===== config.mk =====
export PLATFORM = sky130hd
export DESIGN_NAME = ss_meas_ctrl
export DESIGN_NICKNAME = d
export VERILOG_FILES = /design/src/rtl/ss_meas_ctrl.sv
export SDC_FILE = /design/constraint.sdc
export NUM_CORES = 1
export LEC_CHECK = 0
export CORE_UTILIZATION = 54
export CTS_CLUSTER_DIAMETER = 30
export DETAILED_ROUTE_END_ITERATION = 8
export MAX_ROUTING_LAYER = met4
export PLACE_DENSITY = 0.79
export RECOVER_POWER = 50
export SLEW_MARGIN = 20
export SYNTH_ARGS = -nofsm -noshare
export SYNTH_HDL_FRONTEND = slang
export SYNTH_SLANG_ARGS = --single-unit

===== constraint.sdc =====
create_clock -name clk -period 8.9 [get_ports clk]
set_clock_uncertainty 0.05 [all_clocks]
set_input_delay 1.78 -clock clk [delete_from_list [all_inputs] [get_ports clk]]
set_output_delay 1.78 -clock clk [all_outputs]
set_load 0.02 [all_outputs]

===== src/rtl/ss_meas_ctrl.sv =====
// ---------------------------------------------------------------------------
// ss_meas_ctrl
//   Steady-state measurement sequencer. A start pulse latches the config,
//   waits cfg_ts settle cycles, then requests one sample every max(cfg_ti,1)
//   cycles. Each accepted sample is checked against a held reference level.
//   NO_BUFF consecutive in-tolerance samples declare steady-state (DONE).
//   Reaching cfg_max samples first declares a timeout (TOUT).
//
// Ports
//   clk, rstn            clock (rising edge), synchronous active-low reset
//   start, abort         begin a run (IDLE/DONE/TOUT only) / return to IDLE
//   cfg_ts, cfg_ti       settle cycles, cycles between requests (0 -> 1)
//   cfg_tol              tolerance, unsigned magnitude
//   cfg_max              sample budget including the first (0 = unlimited)
//   smp_req/smp_vld/     sample handshake and data
//   smp_data
//   busy                 high in SETTLE/WAIT/REQ
//   steady, timeout      sticky result flags
//   ss_value             reference level, meaningful while steady
//   n_samples            samples accepted this run (saturating)
//   dbg_state            current FSM state (IDLE=0 .. TOUT=5)
//
// Handshake: smp_req is decoded from the state register only, so it never
// depends combinationally on smp_vld. A sample transfers on any rising edge
// where smp_req && smp_vld; smp_req then drops on the following cycle.
// smp_vld while smp_req is low is ignored.
// ---------------------------------------------------------------------------
module ss_meas_ctrl #(
  parameter int DW      = 16,
  parameter int CW      = 16,
  parameter int NO_BUFF = 4
) (
  input  logic          clk,
  input  logic          rstn,
  input  logic          start,
  input  logic          abort,
  input  logic [CW-1:0] cfg_ts,
  input  logic [CW-1:0] cfg_ti,
  input  logic [DW-1:0] cfg_tol,
  input  logic [CW-1:0] cfg_max,
  output logic          smp_req,
  input  logic          smp_vld,
  input  logic [DW-1:0] smp_data,
  output logic          busy,
  output logic          steady,
  output logic          timeout,
  output logic [DW-1:0] ss_value,
  output logic [CW-1:0] n_samples,
  output logic [2:0]    dbg_state
);

  localparam int HW = $clog2(NO_BUFF + 1);
  localparam logic [HW-1:0] HIT_LAST = HW'(NO_BUFF - 1);

  typedef enum logic [2:0] {
    S_IDLE   = 3'd0,
    S_SETTLE = 3'd1,
    S_WAIT   = 3'd2,
    S_REQ    = 3'd3,
    S_DONE   = 3'd4,
    S_TOUT   = 3'd5
  } state_e;

  state_e          state_q, state_d;
  logic [CW-1:0]   cnt_q, cnt_d;
  logic [CW-1:0]   ts_q, ts_d;
  logic [CW-1:0]   ti_q, ti_d;
  logic [CW-1:0]   max_q, max_d;
  logic [DW-1:0]   tol_q, tol_d;
  logic [DW-1:0]   ref_q, ref_d;
  logic [DW-1:0]   ss_q, ss_d;
  logic [CW-1:0]   n_q, n_d;
  logic [HW-1:0]   hit_q, hit_d;

  logic            start_ok, accept, first_smp, in_tol, last_hit, budget_hit;
  logic            cnt_end;
  logic [CW-1:0]   ti_eff, cnt_lim, n_inc;
  logic [DW:0]     diff, abs_diff;

  // Datapath decode shared by next-state and register-update logic
  always_comb begin
    // One extra bit so full-scale opposite extremes cannot overflow.
    diff       = {smp_data[DW-1], smp_data} - {ref_q[DW-1], ref_q};
    abs_diff   = diff[DW] ? (~diff + 1'b1) : diff;
    in_tol     = abs_diff <= {1'b0, tol_q};
    ti_eff     = (ti_q == '0) ? CW'(1) : ti_q;
    cnt_lim    = (state_q == S_SETTLE) ? (ts_q - CW'(1)) : (ti_eff - CW'(1));
    cnt_end    = (cnt_q == cnt_lim);
    n_inc      = (n_q == '1) ? n_q : (n_q + CW'(1));
    first_smp  = (n_q == '0);
    last_hit   = !first_smp && in_tol && (hit_q == HIT_LAST);
    budget_hit = (max_q != '0) && (n_inc == max_q);
    start_ok   = start && ((state_q == S_IDLE) || (state_q == S_DONE) ||
                           (state_q == S_TOUT));
    accept     = (state_q == S_REQ) && smp_vld;
  end

  // State register
  always_ff @(posedge clk) begin
    if (!rstn) state_q <= S_IDLE;
    else       state_q <= state_d;
  end

  // Next-state logic; abort outranks everything including start
  always_comb begin
    state_d = state_q;
    if (abort) begin
      state_d = S_IDLE;
    end else begin
      case (state_q)
        S_IDLE, S_DONE, S_TOUT:
          if (start) state_d = (cfg_ts != '0) ? S_SETTLE : S_WAIT;
        S_SETTLE:
          if (cnt_end) state_d = S_WAIT;
        S_WAIT:
          if (cnt_end) state_d = S_REQ;
        S_REQ:
          if (accept) begin
            // Steady-state beats the budget when both land on one sample.
            if (last_hit)        state_d = S_DONE;
            else if (budget_hit) state_d = S_TOUT;
            else                 state_d = S_WAIT;
          end
        default: state_d = S_IDLE;
      endcase
    end
  end

  // Register next values
  always_comb begin
    ts_d  = ts_q;
    ti_d  = ti_q;
    max_d = max_q;
    tol_d = tol_q;
    ref_d = ref_q;
    ss_d  = ss_q;
    n_d   = n_q;
    hit_d = hit_q;
    // Interval counter restarts on every state change.
    cnt_d = ((state_d == state_q) &&
             ((state_q == S_SETTLE) || (state_q == S_WAIT))) ?
            (cnt_q + CW'(1)) : '0;
    if (abort) begin
      ss_d = '0;
    end else if (start_ok) begin
      ts_d  = cfg_ts;
      ti_d  = cfg_ti;
      max_d = cfg_max;
      tol_d = cfg_tol;
      ref_d = '0;
      ss_d  = '0;
      n_d   = '0;
      hit_d = '0;
    end else if (accept) begin
      n_d = n_inc;
      if (first_smp) begin
        ref_d = smp_data;
        hit_d = '0;
      end else if (in_tol) begin
        hit_d = hit_q + HW'(1);
        if (last_hit) ss_d = ref_q;
      end else begin
        hit_d = '0;
        ref_d = smp_data;
      end
    end
  end

  always_ff @(posedge clk) begin
    if (!rstn) begin
      cnt_q <= '0;
      ts_q  <= '0;
      ti_q  <= '0;
      max_q <= '0;
      tol_q <= '0;
      ref_q <= '0;
      ss_q  <= '0;
      n_q   <= '0;
      hit_q <= '0;
    end else begin
      cnt_q <= cnt_d;
      ts_q  <= ts_d;
      ti_q  <= ti_d;
      max_q <= max_d;
      tol_q <= tol_d;
      ref_q <= ref_d;
      ss_q  <= ss_d;
      n_q   <= n_d;
      hit_q <= hit_d;
    end
  end

  // Outputs decoded from registers only
  always_comb begin
    smp_req   = (state_q == S_REQ);
    busy      = (state_q == S_SETTLE) || (state_q == S_WAIT) ||
                (state_q == S_REQ);
    steady    = (state_q == S_DONE);
    timeout   = (state_q == S_TOUT);
    ss_value  = ss_q;
    n_samples = n_q;
    dbg_state = state_q;
  end

endmodule


Yosys cells after proc, flatten, opt, wreduce, memory -nomap -nowiden:

Cells that the tools add are included.

* add/sub/neg operators: 7
* multipliers: 0
* div/mod/pow operators: 0
* magnitude comparators: 1
* eq/ne operators: 11
* shifts and indexed selects: 0
* mux-type cells: 23
* bitwise gates (word level): 4
* reduce and logical (&&, ||, !) cells: 24

Operators by type and width (number)
* $mux W16: 9
* $mux W3: 11
* $add A16 B1 Y16 const B: 2
* $eq A16 B16 Y1: 2
* $logic_not A16 Y1: 2
* $reduce_bool A16 Y1: 2
* $sub A16 B1 Y16 const B: 2
* $add A17 B1 Y17 const B: 1
* $le A17 B16 Y1: 1
* $mux W17: 1
* $not A17 Y17: 1
* $sub A16 B16 Y17: 1
* $eq A16 B16 Y1 const B: 1
* $pmux W3 S4: 1
* $eq A3 B2 Y1 const B: 3
* $eq A3 B3 Y1 const B: 2
* $logic_and A1 B1 Y1: 6
* $reduce_and A2 Y1: 3
* $reduce_or A3 Y1: 2
* $logic_or A1 B1 Y1: 4
* $reduce_and A4 Y1: 1
* $add A3 B1 Y3 const B: 1
* $eq A3 B1 Y1 const B: 1
* $eq A3 B3 Y1: 1
* 7 further kinds: 9

* register bits: 134
* latch bits: 0
* memory bits (writable): 0
* memory bits (read-only): 0
* output and inout port bits: 39
* word-level logic and storage cells: 80
* memories: 0

Depth between registers and ports, before layout:

* word-level depth: 14
* depth in mapped cells: 23
* depth with buffers taken out: 22

Worst setup path before layout:

Ideal clock, no wire load.

* path kind: input-to-reg
* from: input port smp_data[0]
* to: register ss_q[10], in the netlist ss_value[10]
* library setup time: 0.070 ns
* arrival: 6.791 ns
* required time: 8.780 ns
* setup slack: 1.988 ns
* stages on the path: 22
* path buffers: 1
* cells stage by stage: inv_1 -> ha_1 -> fa_1 -> nand2b_1 -> a211oi_1 -> o21ai_0 -> a32o_1 -> nor4_1 -> nand3_1 -> o31ai_1 -> xnor2_1 -> ha_1 -> a21o_1 -> a211oi_1 -> o21ai_0 -> a2111oi_0 -> o21ai_0 -> nor2_1 -> a21boi_1 -> clkbuf_1 -> nand3_1 -> a21oi_1

* cells in the longest elaborated chain, start to end: 8

Ends and longest elaborated chain
* from (decl): line 43 `input logic [DW-1:0] smp_data,`
* $sub A16 B16 Y17 (*): line 83 `diff = {smp_data[DW-1], smp_data} - {ref_q[DW-1], ref_q};`
* $not A17 Y17: line 84 `abs_diff = diff[DW] ? (~diff + 1'b1) : diff;`
* $add A17 B1 Y17: line 84
* $mux W17 (*): line 84
* $le A17 B16 Y1 (*): line 85 `in_tol = abs_diff <= {1'b0, tol_q};`
* $logic_and A1 B1 Y1 (2 in a row): line 91 `last_hit = !first_smp && in_tol && (hit_q == HIT_LAST);`
* $reduce_and A4 Y1 (no line) (*)
* to (signal assigned): line 187 `ss_q <= ss_d;`
* to (decl): line 71 `logic [DW-1:0] ss_q, ss_d;`

Every way passes the cells marked *; elsewhere a longest branch is shown, timed or not.
A chain may end at the register's enable or synchronous reset.

Final worst setup path:

* from: input port smp_data[0]
* to: register state_q[0], in the netlist dbg_state[0]

* cells in the longest elaborated chain, start to end: 11

Ends and longest elaborated chain
* $sub A16 B16 Y17 (*): line 83
* $not A17 Y17: line 84
* $add A17 B1 Y17: line 84
* $mux W17 (*): line 84
* $le A17 B16 Y1 (*): line 85
* $logic_and A1 B1 Y1 (*) (2 in a row): line 91
* $mux W3 (*): line 120 `if (last_hit) state_d = S_DONE;`
* $mux W3 (*): line 118 `if (accept) begin`
* $pmux W3 S4 (*): line 110 `case (state_q)`
* $mux W3 (*): line 107 `if (abort) begin`
* to (signal assigned): line 101 `else state_q <= state_d;`
* to (decl): line 64 `state_e state_q, state_d;`

Marks and branches as above.

==> impl_metrics.sql <==
INSERT INTO impl_metrics (metric_group, metric, value, unit) VALUES
('outcome', 'outcome', 'complete, but fails checks', ''),
('outcome', 'failing_checks', 'capacitance limit, slew limit', ''),
('detailed_routing', 'viasPerCell', '5.948', ''),
('clock_tree', 'clock_path_buffers', '2', ''),
('grt', 'grt.overflow.total', '0', ''),
('floorplan', 'core', '15830', 'um^2'),
('setup_path', 'critical_path.startpoint_type', 'input port', ''),
('finish', 'seq_area', '2683', 'um^2'),
('clock_tree', 'cts_setup_buffers', '0', ''),
('clock_tree', 'cts.sink_count', '134', ''),
('clock_tree', 'ctsResizeCount', '0', ''),
('clock_tree', 'h-tree-depth', '4', ''),
('synth', 'synth_enable_flop_cells', '0', ''),
('setup_path', 'timing.critical_path.required', '9.17', 'ns'),
('detailed_routing', 'drt_pass1_iterations', '4', ''),
('timing', 'fmax', '0.1331', 'GHz'),
('clock_tree', 'cts_tree', 'built', ''),
('timing', 'final_setup_margin', '1.385', 'ns'),
('synth', 'ffs_latches_synth', '134', ''),
('clock_tree', 'cts_made_buffers', '17', ''),
('placement', 'place.detailed.instances', '1434', ''),
('detailed_routing', 'routed-via-count', '8720', ''),
('grt', 'antenna_violations_before_repair', '0', ''),
('setup_path', 'worst_ep_arrival_time', '7.78', 'ns'),
('detailed_routing', 'drc', '0', ''),
('grt', 'wire_length_of_the_first_global_routing_pass', '39320', 'um'),
('placement', 'gp_congestion', '0.9361', ''),
('placement', 'placed_cell_area', '10010', 'um^2'),
('timing', 'slew_violations', '67', ''),
('synth', 'avgSynthCellArea', '7.564', 'um^2'),
('timing', 'setup-violations-final', '0', ''),
('pwr', 'ir_drop', '136.5', 'uV'),
('detailed_routing', 'routed_wirelength', '24370', 'um'),
('timing', 'final.setup.tns', '0', 'ns'),
('floorplan', 'dieArea', '16650', 'um^2'),
('floorplan', 'design.portCount', '124', ''),
('floorplan', 'start_util', '55.05', '%'),
('finish', 'post_synthesis_to_final_layout_area_growth', '22.24', '%'),
('finish', 'fill_cells', '1373', ''),
('timing', 'period_share', '84.44', '%'),
('synth', 'postSynthNetCount', '1277', ''),
('setup_path', 'r2r_slack', '2.89', 'ns'),
('timing', 'timing_hold_violations_final', '0', ''),
('finish', 'final_design_area_no_fill', '10650', 'um^2'),
('finish', 'post_route_cells_drive_above_1_share', '4.640', '%'),
('floorplan', 'die_h', '129.0', 'um'),
('detailed_routing', 'drt_iter0_markers', '621', ''),
('timing', 'grt_setup_unrepaired', 'false', ''),
('detailed_routing', 'routed_len_inst', '16.62', 'um'),
('timing', 'worst_hold_slack', '0.4048', 'ns'),
('placement', 'dpl_worst_slack', '1.107', 'ns'),
('floorplan', 'die_x', '129.0', 'um'),
('finish', 'finish.net_count', '1362', ''),
('floorplan', 'num_rows', '46', ''),
('timing', 'tightestPinTransition', '2.858', 'ns'),
('placement', 'port_buffers', '123', ''),
('clock_tree', 'holdBufCountCts', '0', ''),
('grt', 'groute.usage.overall', '30.72', '%'),
('timing', 'final_period_minus_worst_setup_slack', '7.515', 'ns'),
('finish', 'total_area_of_multi_input_combinational_cells', '5575', 'um^2'),
('synth', 'seq_area_frac_synth', '30.79', '%'),
('finish', 'fin_cells', '1466', ''),
('placement', 'hpwl', '17450', 'um'),
('finish', 'diodes', '0', ''),
('pwr', 'power-per-cell-area', '160.4', 'nW/um^2'),
('flow_run', 'timing.max_cap.violations', '1', ''),
('clock_tree', 'clock-root-buffer', 'sky130_fd_sc_hd__clkbuf_16', ''),
('synth', 'ys_types', '78', ''),
('setup_path', 'criticalPathCategory', 'in -> reg', ''),
('setup_path', 'worst-path-max-fanout', '18', ''),
('detailed_routing', 'ant_nets', '0', ''),
('grt', 'grt_start_max_net_pins', '78', ''),
('clock_tree', 'insertion_delay', '0.42', 'ns'),
('synth', 'synthesis.yosys.warnings', '0', ''),
('timing', 'timing.slew.headroom', '-90.54', '%'),
('setup_path', 'cp-end-kind', 'register', ''),
('synth', 'syn_inst', '1152', ''),
('synth', 'postSynth.asyncResetShare', '0', '%'),
('clock_tree', 'clkTransAtPathRegs', '0.06', 'ns'),
('grt', 'first_global_vias', '8172', ''),
('synth', 'synth_area', '8713', 'um^2'),
('synth', 'synth-main-ff-cell', 'sky130_fd_sc_hd__dfxtp_1', ''),
('hold_path', 'timing.hold.worst.class', 'reg -> reg', ''),
('pwr', 'lkg_pwr', '3.974', 'nW');
-- sequential cells by signal (all words and copies together), names as in the netlist --
register   cells
cnt_q         16
max_q         16
n_samples     16
ref_q         16
ss_value      16
ti_q          16
tol_q         16
ts_q          16
dbg_state      3
hit_q          3
-- worst paths after layout --
path                                     end   startpoint  cells after the start
worst max-delay path            dbg_state[0]  smp_data[0]                     23
worst min-delay path               tol_q[13]    tol_q[13]                      2
worst max register to register  dbg_state[0]     ref_q[0]                     21
worst min register to register     tol_q[13]    tol_q[13]                      2
-- report_power, final --
part | switching (mW) | leakage, nW | internal, mW
registers | 0.0176 | 1.09 | 0.614
clock network | 0.278 | 0.319 | 0.488
logic | 0.166 | 2.57 | 0.145
-- routing by layer --
metal	global-route usage, %	wire length [um]
met5	-	0
met4	11.76	665
met3	6.400	1332
met2	50.78	11790
met1	36.69	10580
-- cells in the final DEF (no fill, tap or decap), drive strengths merged, types with 21 or more instances in the layout --
master         count
xnor2             52
nand3             58
ha                39
nor2              96
dfxtp            134
nand2            178
dlygate4sd3       40
clkdlybuf4s50     83
nor3              36
inv               56
xor2              27
o21ai             47
a21oi            106
nor4              21
-- critical path, cell delays in order --
cell	delay, ns
sky130_fd_sc_hd__clkdlybuf4s50_1	0.47
sky130_fd_sc_hd__inv_1	0.05
sky130_fd_sc_hd__ha_1	0.21
sky130_fd_sc_hd__fa_1	0.40
sky130_fd_sc_hd__nand2b_1	0.18
sky130_fd_sc_hd__a211oi_1	0.42
sky130_fd_sc_hd__o21ai_0	0.26
sky130_fd_sc_hd__a32o_1	0.29
sky130_fd_sc_hd__nor4_1	0.43
sky130_fd_sc_hd__nand3_1	0.30
sky130_fd_sc_hd__o31ai_1	0.32
sky130_fd_sc_hd__xnor2_1	0.15
sky130_fd_sc_hd__ha_1	0.26
sky130_fd_sc_hd__a21o_1	0.17
sky130_fd_sc_hd__a211oi_1	0.27
sky130_fd_sc_hd__o21ai_0	0.14
sky130_fd_sc_hd__a2111oi_0	0.40
sky130_fd_sc_hd__o21ai_0	0.25
sky130_fd_sc_hd__nor2_1	0.26
sky130_fd_sc_hd__a21boi_1	0.19
sky130_fd_sc_hd__buf_4	0.25
sky130_fd_sc_hd__nor3_1	0.09
sky130_fd_sc_hd__a211o_1	0.22
-- cell usage after synthesis (3+ instances only) --
master | number | area, um^2
sky130_fd_sc_hd__nand2_1 | 178 | 668.1
sky130_fd_sc_hd__dfxtp_1 | 134 | 2683
sky130_fd_sc_hd__a21oi_1 | 106 | 530.5
sky130_fd_sc_hd__nor2_1 | 96 | 360.4
sky130_fd_sc_hd__nand3_1 | 58 | 290.3
sky130_fd_sc_hd__clkbuf_1 | 53 | 198.9
sky130_fd_sc_hd__inv_1 | 52 | 195.2
sky130_fd_sc_hd__xnor2_1 | 52 | 455.4
sky130_fd_sc_hd__o21ai_0 | 47 | 235.2
sky130_fd_sc_hd__ha_1 | 39 | 488.0
sky130_fd_sc_hd__nor3_1 | 36 | 180.2
sky130_fd_sc_hd__xor2_1 | 27 | 236.5
sky130_fd_sc_hd__nor4_1 | 20 | 125.1
sky130_fd_sc_hd__mux2i_1 | 17 | 170.2
sky130_fd_sc_hd__a22o_1 | 16 | 140.1
sky130_fd_sc_hd__nand4_1 | 13 | 81.33
sky130_fd_sc_hd__a21o_1 | 12 | 90.09
sky130_fd_sc_hd__and3_1 | 12 | 75.07
sky130_fd_sc_hd__or4_1 | 12 | 90.09
sky130_fd_sc_hd__a211oi_1 | 11 | 82.58
sky130_fd_sc_hd__a31oi_1 | 9 | 56.30
sky130_fd_sc_hd__nand2b_1 | 9 | 56.30
sky130_fd_sc_hd__nor2b_1 | 9 | 56.30
sky130_fd_sc_hd__and4_1 | 8 | 70.07
sky130_fd_sc_hd__or3_1 | 8 | 50.05
sky130_fd_sc_hd__nor3b_1 | 7 | 52.55
sky130_fd_sc_hd__o211ai_1 | 7 | 52.55
sky130_fd_sc_hd__a211o_1 | 6 | 52.55
sky130_fd_sc_hd__a311oi_1 | 5 | 43.79
sky130_fd_sc_hd__buf_1 | 5 | 18.77
sky130_fd_sc_hd__nand3b_1 | 5 | 37.54
sky130_fd_sc_hd__nor4b_1 | 5 | 43.79
sky130_fd_sc_hd__a22oi_1 | 4 | 30.03
sky130_fd_sc_hd__o211a_1 | 4 | 40.04
sky130_fd_sc_hd__o21a_1 | 4 | 30.03
sky130_fd_sc_hd__o41ai_1 | 4 | 35.03
sky130_fd_sc_hd__a2111oi_0 | 3 | 26.28
sky130_fd_sc_hd__and2_1 | 3 | 18.77
sky130_fd_sc_hd__buf_2 | 3 | 15.01
sky130_fd_sc_hd__buf_6 | 3 | 33.78
sky130_fd_sc_hd__o221ai_1 | 3 | 26.28
sky130_fd_sc_hd__o31ai_1 | 3 | 22.52
sky130_fd_sc_hd__or2_2 | 3 | 18.77
-- cell families after synthesis --
family	share of synthesized area (%)
and+or+nand+nor	27.67
AOI/OAI and AO/OA	20.35
DFF	30.79
buffers and inverters	5.342
xor gates and xnor gates	7.941
adders and majority gates	5.830
muxes	2.082
-- through the flow --
step	util (%)	total power, mW
2_1_floorplan	-	0.8530
3_3_place_gp	63.25	0.9426
3_5_place_dp	63.25	0.9495
4_1_cts	67.32	1.712
5_1_grt	67.30	1.783
6_report	67.30	1.709
-- cell type report --
class / instances / share of cell area (%)
Tap cell: 216 / 2.537
Timing Repair Buffer: 130 / 12.02
Clock buffer: 19 / 4.252
Sequential cell: 134 / 25.18
Clock inverter: 13 / 1.797
Multi-Input combinational cell: 901 / 52.34
Inverter: 53 / 1.868
Power figures use the tool's default switching activity.
